`src/rtl/led_pattern_sequencer.sv`:
```
// -----------------------------------------------------------------------------
// led_pattern_sequencer
//
// Steps an LED pattern once per rising edge of an externally divided slow
// clock. The slow clock is treated as an asynchronous data input and is
// synchronised into clk before its edges are used.
//
// Patterns (mode):
//   00 SHIFT  : rotating single lit LED, 1 -> 2 -> .. -> MSB -> 1 (wrap)
//   01 BOUNCE : single lit LED sweeping up then down, 1 .. MSB .. 1 (wrap)
//   10 COUNT  : binary up-counter, all-ones -> 0 (wrap)
//   11 FILL   : thermometer fill, 0 -> 1 -> 3 -> .. -> all-ones -> 0 (wrap)
//
// Ports:
//   clk       system clock, all state changes on its rising edge
//   rst_n     asynchronous active-low reset
//   slow_clk  divided square wave, asynchronous to clk; one step per rise
//   mode      pattern select, sampled only on an accepted step
//   pause     high = hold the pattern; steps arriving while high are dropped
//   led       registered LED drive, bit 0 = LED0
//   wrap      registered one-cycle pulse when a pattern cycle completes
//
// State table (pattern controller):
//   state    | meaning
//   DIR_UP   | BOUNCE lit bit moving toward the MSB; idle value in other modes
//   DIR_DOWN | BOUNCE lit bit moving back toward bit 0
//   mode_q   | pattern currently running; changes only on an accepted step
// -----------------------------------------------------------------------------
module led_pattern_sequencer #(
  parameter int WIDTH = 8
) (
  input  logic             clk,
  input  logic             rst_n,
  input  logic             slow_clk,
  input  logic [1:0]       mode,
  input  logic             pause,
  output logic [WIDTH-1:0] led,
  output logic             wrap
);

  typedef enum logic [1:0] {
    MODE_SHIFT  = 2'b00,
    MODE_BOUNCE = 2'b01,
    MODE_COUNT  = 2'b10,
    MODE_FILL   = 2'b11
  } mode_e;

  typedef enum logic {
    DIR_UP   = 1'b0,
    DIR_DOWN = 1'b1
  } dir_e;

  localparam logic [WIDTH-1:0] ONE      = WIDTH'(1);
  localparam logic [WIDTH-1:0] ALL_ONES = '1;
  localparam logic [WIDTH-1:0] MSB_ONLY = ONE << (WIDTH - 1);

  // ---------------------------------------------------------------------------
  // Helpers
  // ---------------------------------------------------------------------------
  function automatic logic is_one_hot(input logic [WIDTH-1:0] v);
    return (v != '0) && ((v & (v - ONE)) == '0);
  endfunction

  // Thermometer codes (including 0 and all-ones) have no set bit above a
  // clear bit, so adding one carries through every set bit.
  function automatic logic is_thermo(input logic [WIDTH-1:0] v);
    return (v & (v + ONE)) == '0;
  endfunction

  function automatic logic [WIDTH-1:0] start_pattern(input mode_e m);
    case (m)
      MODE_SHIFT, MODE_BOUNCE: return ONE;
      default:                 return '0;
    endcase
  endfunction

  // ---------------------------------------------------------------------------
  // slow_clk synchroniser and rising-edge detect
  // ---------------------------------------------------------------------------
  logic       s1;
  logic       s2;
  logic       s3;
  logic       armed;
  logic [1:0] sync_fill;
  logic       tick;
  logic       accept;

  // s2 only carries a genuine slow_clk sample once two clk edges have filled
  // the synchroniser after reset; before that its reset 0 would arm the
  // block even with slow_clk held high, and the first real high sample would
  // then look like a fresh edge. sync_fill holds off arming until s2 is real.
  always_ff @(posedge clk or negedge rst_n) begin
    if (!rst_n) begin
      s1        <= 1'b0;
      s2        <= 1'b0;
      s3        <= 1'b0;
      armed     <= 1'b0;
      sync_fill <= 2'd0;
    end else begin
      s1 <= slow_clk;
      s2 <= s1;
      s3 <= s2;
      if (sync_fill != 2'd2) begin
        sync_fill <= sync_fill + 2'd1;
      end
      if ((sync_fill == 2'd2) && !s2) begin
        armed <= 1'b1;
      end
    end
  end

  assign tick   = s2 & ~s3;
  assign accept = tick & armed & ~pause;

  // ---------------------------------------------------------------------------
  // Pattern controller
  // ---------------------------------------------------------------------------
  mode_e            mode_q;
  mode_e            mode_nxt;
  mode_e            mode_in;
  dir_e             dir;
  dir_e             dir_nxt;
  logic [WIDTH-1:0] led_nxt;
  logic             wrap_nxt;
  logic [WIDTH-1:0] led_shl;
  logic [WIDTH-1:0] led_shr;

  assign led_shl = led << 1;
  assign led_shr = led >> 1;

  always_ff @(posedge clk or negedge rst_n) begin
    if (!rst_n) begin
      led    <= ONE;
      wrap   <= 1'b0;
      mode_q <= MODE_SHIFT;
      dir    <= DIR_UP;
    end else begin
      led    <= led_nxt;
      wrap   <= wrap_nxt;
      mode_q <= mode_nxt;
      dir    <= dir_nxt;
    end
  end

  always_comb begin
    led_nxt  = led;
    wrap_nxt = 1'b0;
    mode_nxt = mode_q;
    dir_nxt  = dir;
    mode_in  = mode_e'(mode);

    if (accept) begin
      if (mode_in != mode_q) begin
        // A mode switch consumes the step: load the new start pattern only.
        mode_nxt = mode_in;
        led_nxt  = start_pattern(mode_in);
        dir_nxt  = DIR_UP;
      end else begin
        case (mode_q)
          MODE_SHIFT: begin
            if (!is_one_hot(led)) begin
              led_nxt = ONE;
            end else if (led == MSB_ONLY) begin
              led_nxt  = ONE;
              wrap_nxt = 1'b1;
            end else begin
              led_nxt = led_shl;
            end
          end

          MODE_BOUNCE: begin
            if (!is_one_hot(led)) begin
              led_nxt = ONE;
              dir_nxt = DIR_UP;
            end else if (dir == DIR_UP) begin
              if (led == MSB_ONLY) begin
                // Already at the top while still marked up: turn around.
                led_nxt = led_shr;
                dir_nxt = DIR_DOWN;
              end else begin
                led_nxt = led_shl;
                if (led_shl == MSB_ONLY) begin
                  dir_nxt = DIR_DOWN;
                end
              end
            end else begin
              if (led == ONE) begin
                // Already at the bottom while still marked down: turn around.
                led_nxt = led_shl;
                dir_nxt = DIR_UP;
              end else begin
                led_nxt = led_shr;
                if (led_shr == ONE) begin
                  dir_nxt  = DIR_UP;
                  wrap_nxt = 1'b1;
                end
              end
            end
          end

          MODE_COUNT: begin
            led_nxt  = led + ONE;
            wrap_nxt = (led == ALL_ONES);
          end

          MODE_FILL: begin
            if (!is_thermo(led)) begin
              led_nxt = '0;
            end else if (led == ALL_ONES) begin
              led_nxt  = '0;
              wrap_nxt = 1'b1;
            end else begin
              led_nxt = led_shl | ONE;
            end
          end

          default: begin
            led_nxt = start_pattern(mode_q);
          end
        endcase
      end
    end
  end

endmodule

```
`config.mk`:
```
export PLATFORM = sky130hd
export DESIGN_NAME = led_pattern_sequencer
export DESIGN_NICKNAME = d
export VERILOG_FILES = /design/src/rtl/led_pattern_sequencer.sv
export SDC_FILE = /design/constraint.sdc
export NUM_CORES = 1
export LEC_CHECK = 0
export ABC_AREA = 1
export CAP_MARGIN = 20
export CORE_ASPECT_RATIO = 0.6
export CORE_MARGIN = 3
export CORE_UTILIZATION = 52
export CTS_CLUSTER_DIAMETER = 200
export DETAILED_ROUTE_END_ITERATION = 16
export GPL_ROUTABILITY_DRIVEN = 1
export GPL_TIMING_DRIVEN = 1
export HOLD_SLACK_MARGIN = 0.15
export PLACE_DENSITY = 0.86
export SKIP_CTS_REPAIR_TIMING = 1
export SYNTH_ARGS = -nofsm -noshare
export SYNTH_HDL_FRONTEND = slang
export SYNTH_SLANG_ARGS = --single-unit
```
`constraint.sdc`:
```
create_clock -name clk -period 2.3 [get_ports clk]
set_input_delay 0.46 -clock clk [delete_from_list [all_inputs] [get_ports clk]]
set_output_delay 0.46 -clock clk [all_outputs]
set_load 0.01 [all_outputs]
```
After elaboration in Yosys (flattened, before gate mapping)
Index checks and enable logic that the tools add are counted.
{"block": "word_totals", "ff_bits": 18, "word_cells": 73}
{"block": "classes", "reduce_logical": 12, "eq_ne": 12, "bitwise_logic": 7, "addsub": 3, "muxes": 30}
{"op": "two-way mux 8 bit", "n": 9}
{"op": "one-hot mux 8 bit (4 select lines)", "n": 1}
{"op": "two-way mux 1 bit", "n": 19}
{"op": "bitwise AND 8 bit", "n": 2}
{"op": "== test 8 bit (second input constant)", "n": 2}
{"op": "zero test 8 bit", "n": 2}
{"op": "adder 8 x 1 -> 8 bit (second input constant)", "n": 1}
{"op": "== test 8 x 1 -> 1 bit (second input constant)", "n": 1}
{"op": "nonzero test 8 bit", "n": 1}
{"op": "subtractor 8 x 1 -> 8 bit (second input constant)", "n": 1}
{"op": "== test 7 x 1 -> 1 bit (second input constant)", "n": 1}
{"op": "== test 7 bit (second input constant)", "n": 1}
{"op": "== test 2 bit (second input constant)", "n": 3}
{"op": "== test 2 x 1 -> 1 bit (second input constant)", "n": 2}
{"op": "zero test 2 bit", "n": 2}
{"op": "one-hot mux 1 bit (4 select lines)", "n": 1}
{"op": "AND reduction 2 bit", "n": 2}
{"op": "bitwise AND 1 bit", "n": 3}
{"op": "adder 2 x 1 -> 2 bit (second input constant)", "n": 1}
{"op": "logical AND 1 bit", "n": 2}
{"op": "!= test 2 bit", "n": 1}
{"op": "!= test 2 bit (second input constant)", "n": 1}
{"op": "NOT 1 bit", "n": 2}
{"op": "nonzero test 2 bit", "n": 1}
{"op": "2 further kinds", "n": 2}

Longest topological paths before layout
{"block": "depth", "word_depth": 8, "depth_mapped": 14, "mapped_depth_nobuf": 14}

Worst setup path after synthesis
No wires, ideal clock.
{"block": "synth_path", "path_type": "register -> register", "start": "reg led[0]", "end": "reg led[1]", "setup_time_ns": 0.066, "required_ns": 2.234, "path_slack_ns": -0.049, "arrival_time_ns": 2.283, "path_buffers": 0, "path_stages_with_launch": 13, "cell_sequence": "dfstp_2 clkinv_1 nor3_1 nand3_1 ha_1 or2_2 nor3_4 nand3_2 o21ai_0 inv_1 nand2_1 nand2_1 nand2_1"}
{"block": "synth_via", "elab_chain_len": 7, "word_cells_on_any_way": 21, "cone_classes": "add/sub (2); eq/ne (3); mux (10); bitwise (2); reduce/logical (4)"}
{"item": "from (decl)", "line_no": "37", "text": "output logic [WIDTH-1:0] led,"}
{"item": "from (signal assigned)", "line_no": "138", "text": "led <= led_nxt;"}
{"item": "subtractor 8 x 1 -> 8 bit", "line_no": "61", "text": "return (v != '0) && ((v & (v - ONE)) == '0);"}
{"item": "bitwise AND 8 bit", "line_no": "61"}
{"item": "zero test 8 bit", "line_no": "61"}
{"item": "logical AND 1 bit", "line_no": "61"}
{"item": "two-way mux 8 bit, on equally long branches", "line_no": "172, 161"}
{"item": "one-hot mux 8 bit (4 select lines) (*)", "line_no": "159", "text": "case (mode_q)"}
{"item": "two-way mux 8 bit (*)", "line_no": "153", "text": "if (mode_in != mode_q) begin"}
Every way passes the cells marked *; elsewhere a longest branch is shown, timed or not.
A chain may end at the register's enable or synchronous reset.

Final worst setup path
{"block": "layout_path", "start": "reg led[0]", "end": "reg led[3]"}
Same word-level chain as after synthesis.

==> out/summary.txt <==
Initial Utilization: 0.5727
Max-slew headroom: 0.7145
Final Core Density: 0.6886
clk sinks: 18
CP max stage cell: dfstp_2
Tot GR Track Use: 0.2712
ANT nets after route: 0
fin crit share: 0.9709
Max Transition Viols Final: 0
Critical Path Start Type: flop
RSZ-0062 raised after global routing: true
vias in the first global route: 1753
r2r setup slk: 0.07 ns
DP Area: 1999 um^2
share of post-route cells with drive strength above 1: 0.2168
TritonCTS clock tree: done
outcome: complete, no violations
root buffer cell: clkbuf_8
Area Growth Syn to Fin: 20.25%
#FFs+latches synth: 18
hold_sp: s1
reg2reg path depth: 13
Worst EP arrival: 2.43 ns
row count: 15
DR DRC count: 0
port bufs: 14
Critical Path Fanout Max: 5
Final setup viols: 0
Min-Delay Path Class: reg2reg
synth top area cells: dfrtp_1, nand2_1, ha_1
Slowest Stage Delay on Critical Path: 0.56 ns
maximum vdd ir drop: 0.5843 mV
kind of cell adding the most delay to the critical path: simple AND/OR/NAND/NOR gates
Non-Filler Instances: 328
Avg Cell Area, Syn: 6.681 um^2
worst-skew pair later-pin latency: 0.26 ns
chip height: 50.69 um
min cycle time layout: 2.233 ns
wire length per cell: 15.60 um
ANT cells: 0
synth unique cells: 35
drt pass-1 iters: 6
syn_nets: 276
critical path data required time: 2.50 ns
CTS Buffer Depth: 2
hold path cells: 0
Synth Instances: 259
First DRT Iteration DRCs: 203
reg-to-reg startpoint: led[0]
Static Leak: 1.067 nW
Achievable Freq: 447.8 MHz
power density over the cells: 793.2 nW/um^2
crit path kind: reg2reg
CTS H-tree lvls: 1
Seq/Total Area, Yosys: 0.2610
CTS clk-pin slew, worst paths: 0.08 ns
Placed Cells: 323
hpwl dp: 3869 um
Yosys top cell area share: 0.2458
CP most frequent cell: nand2_1
fin nets: 304
first-pass GRT wire length: 8397 um
boundary pin count: 15
Warnings, synthesis: 0
largest net degree at the start of global routing: 19
fin area: 2081 um^2
Setup crit start: led[0]
Worst R2R End: led[3]
crit path capture type: flop
buffers and inverters on the worst path: 2
initial antenna violation count: 0
CTS Buf Count: 3
Post-Synthesis Cell Area: 1730 um^2
GPL Wtd Cong: 1.053
leading area contributor after synthesis: dfrtp_1
area of the die: 4079 um^2
remaining global-route overflow: 0
Least-Margin Pin Slew: 0.4282 ns
CORE AREA: 3022 um^2
Die X: 80.47 um
Hold Fails Final Rpt: 0
DR vias/cell: 5.689
routed via count: 1866
crit path cell chain: ha_1, nand2_1, inv_1, nand2_1, ha_1, or2_4, nor3_4, nand3_2, o21ai_1, inv_1, nand2_1, nand2_1, nand2_1
Layout Skew: 0.004110 ns
Hold EP: s2
WL final: 5116 um
Max-Cap Viols: 0
through the flow:
stage | setup WS (ns) | total power, mW | hold slack, ns | TNS (ns)
floorplan | 0.01909 | 1.044 | 0.1644 | 0
global placement | -0.01728 | 1.313 | 0.3323 | -0.04051
detailed placement | -0.08259 | 1.331 | 0.3523 | -0.3127
CTS | -0.1347 | 1.602 | 0.3701 | -0.5356
global route | -0.04276 | 1.759 | 0.3817 | -0.1144
finish | 0.06691 | 1.650 | 0.3822 | 0
where the power goes:
part           total [mW]  switching, mW  internal [mW]
Clock               0.271          0.118          0.152
Sequential          0.394         0.0434          0.351
Combinational       0.986          0.613          0.373
Total                1.65          0.775          0.876
flip-flops by register name, indices dropped and copies added, names as in the netlist:
| name | flops |
|---|---|
| s3 | 1 |
| s1 | 1 |
| s2 | 1 |
| sync_fill | 2 |
| led | 8 |
| dir | 1 |
| armed | 1 |
| mode_q | 2 |
| wrap | 1 |
layer usage:
metal / part of all wire / track usage / vias to the layer above
li1: - / - / 881
met1: 0.46 / 0.3910 / 877
met2: 0.42 / 0.4080 / 102
met3: 0.12 / 0.08065 / 6
met4: 0.0053 / 0.03652 / 0
met5: 0 / 0 / -
synthesized netlist by cell type, drive strengths merged:
cell type,n
nor3,2
clkbuf,3
inv,33
o22ai,2
and3,1
ha,11
nand4,9
nand3,22
dfrtp,17
clkinv,1
a21boi,1
nand2,78
or2,2
a21oi,10
a31oi,1
o211ai,1
o21bai,1
o21ai,16
dfstp,1
nor2,39
xnor2,2
buf,6
worst max path at each step:
stage               endpoint  slack, ns  cells past startpoint
floorplan             led[1]       0.02                     12
global placement      led[2]      -0.02                     12
detailed placement    led[4]      -0.08                     12
CTS                   led[3]      -0.13                     12
global route          led[3]      -0.04                     13
finish                led[3]       0.07                     13
layout by cell type (no fill, tap or decap), types with 2 or more instances in the layout:
master and count:
clkbuf_8 4, nor2_2 3, nor2_4 6, xnor2_1 2, a21oi_1 10, inv_1 24
nor2_1 28, inv_2 10, nand4_1 8, clkdlybuf4s50_1 14, o21ai_1 7, nand2_1 70
ha_2 3, o22ai_1 2, nand2_2 7, nand3_1 21, buf_4 18, ha_1 8
dfrtp_1 17, nor2_8 2, nor3_4 2, o21ai_0 8
final cells by class:
class | instances | area [um^2]
tap | 42 | 52.55
sequential | 18 | 451.7
fill | 269 | 940.9
inverter | 34 | 127.6
clock buffer | 4 | 55.05
timing repair buffer | 32 | 275.3
multi-input combinational | 198 | 1119
worst register-to-register path, stage by stage, from the launching register on:
cell and delay (ns):
dfstp_2 0.56, ha_1 0.20, nand2_1 0.07, inv_1 0.07, nand2_1 0.05, ha_1 0.18
or2_4 0.25, nor3_4 0.20, nand3_2 0.16, o21ai_1 0.16, inv_1 0.06, nand2_1 0.07
nand2_1 0.07, nand2_1 0.07
cells by family after synthesis:
kind of cell / after synthesis / share of synthesized area
compound gates: 32 / 0.1012
buf+inv: 43 / 0.1063
fa+ha+maj: 11 / 0.07954
simple gates: 153 / 0.4418
flops: 18 / 0.2610
xor+xnor: 2 / 0.01012
No activity file was read; power rests on OpenSTA's default activity.
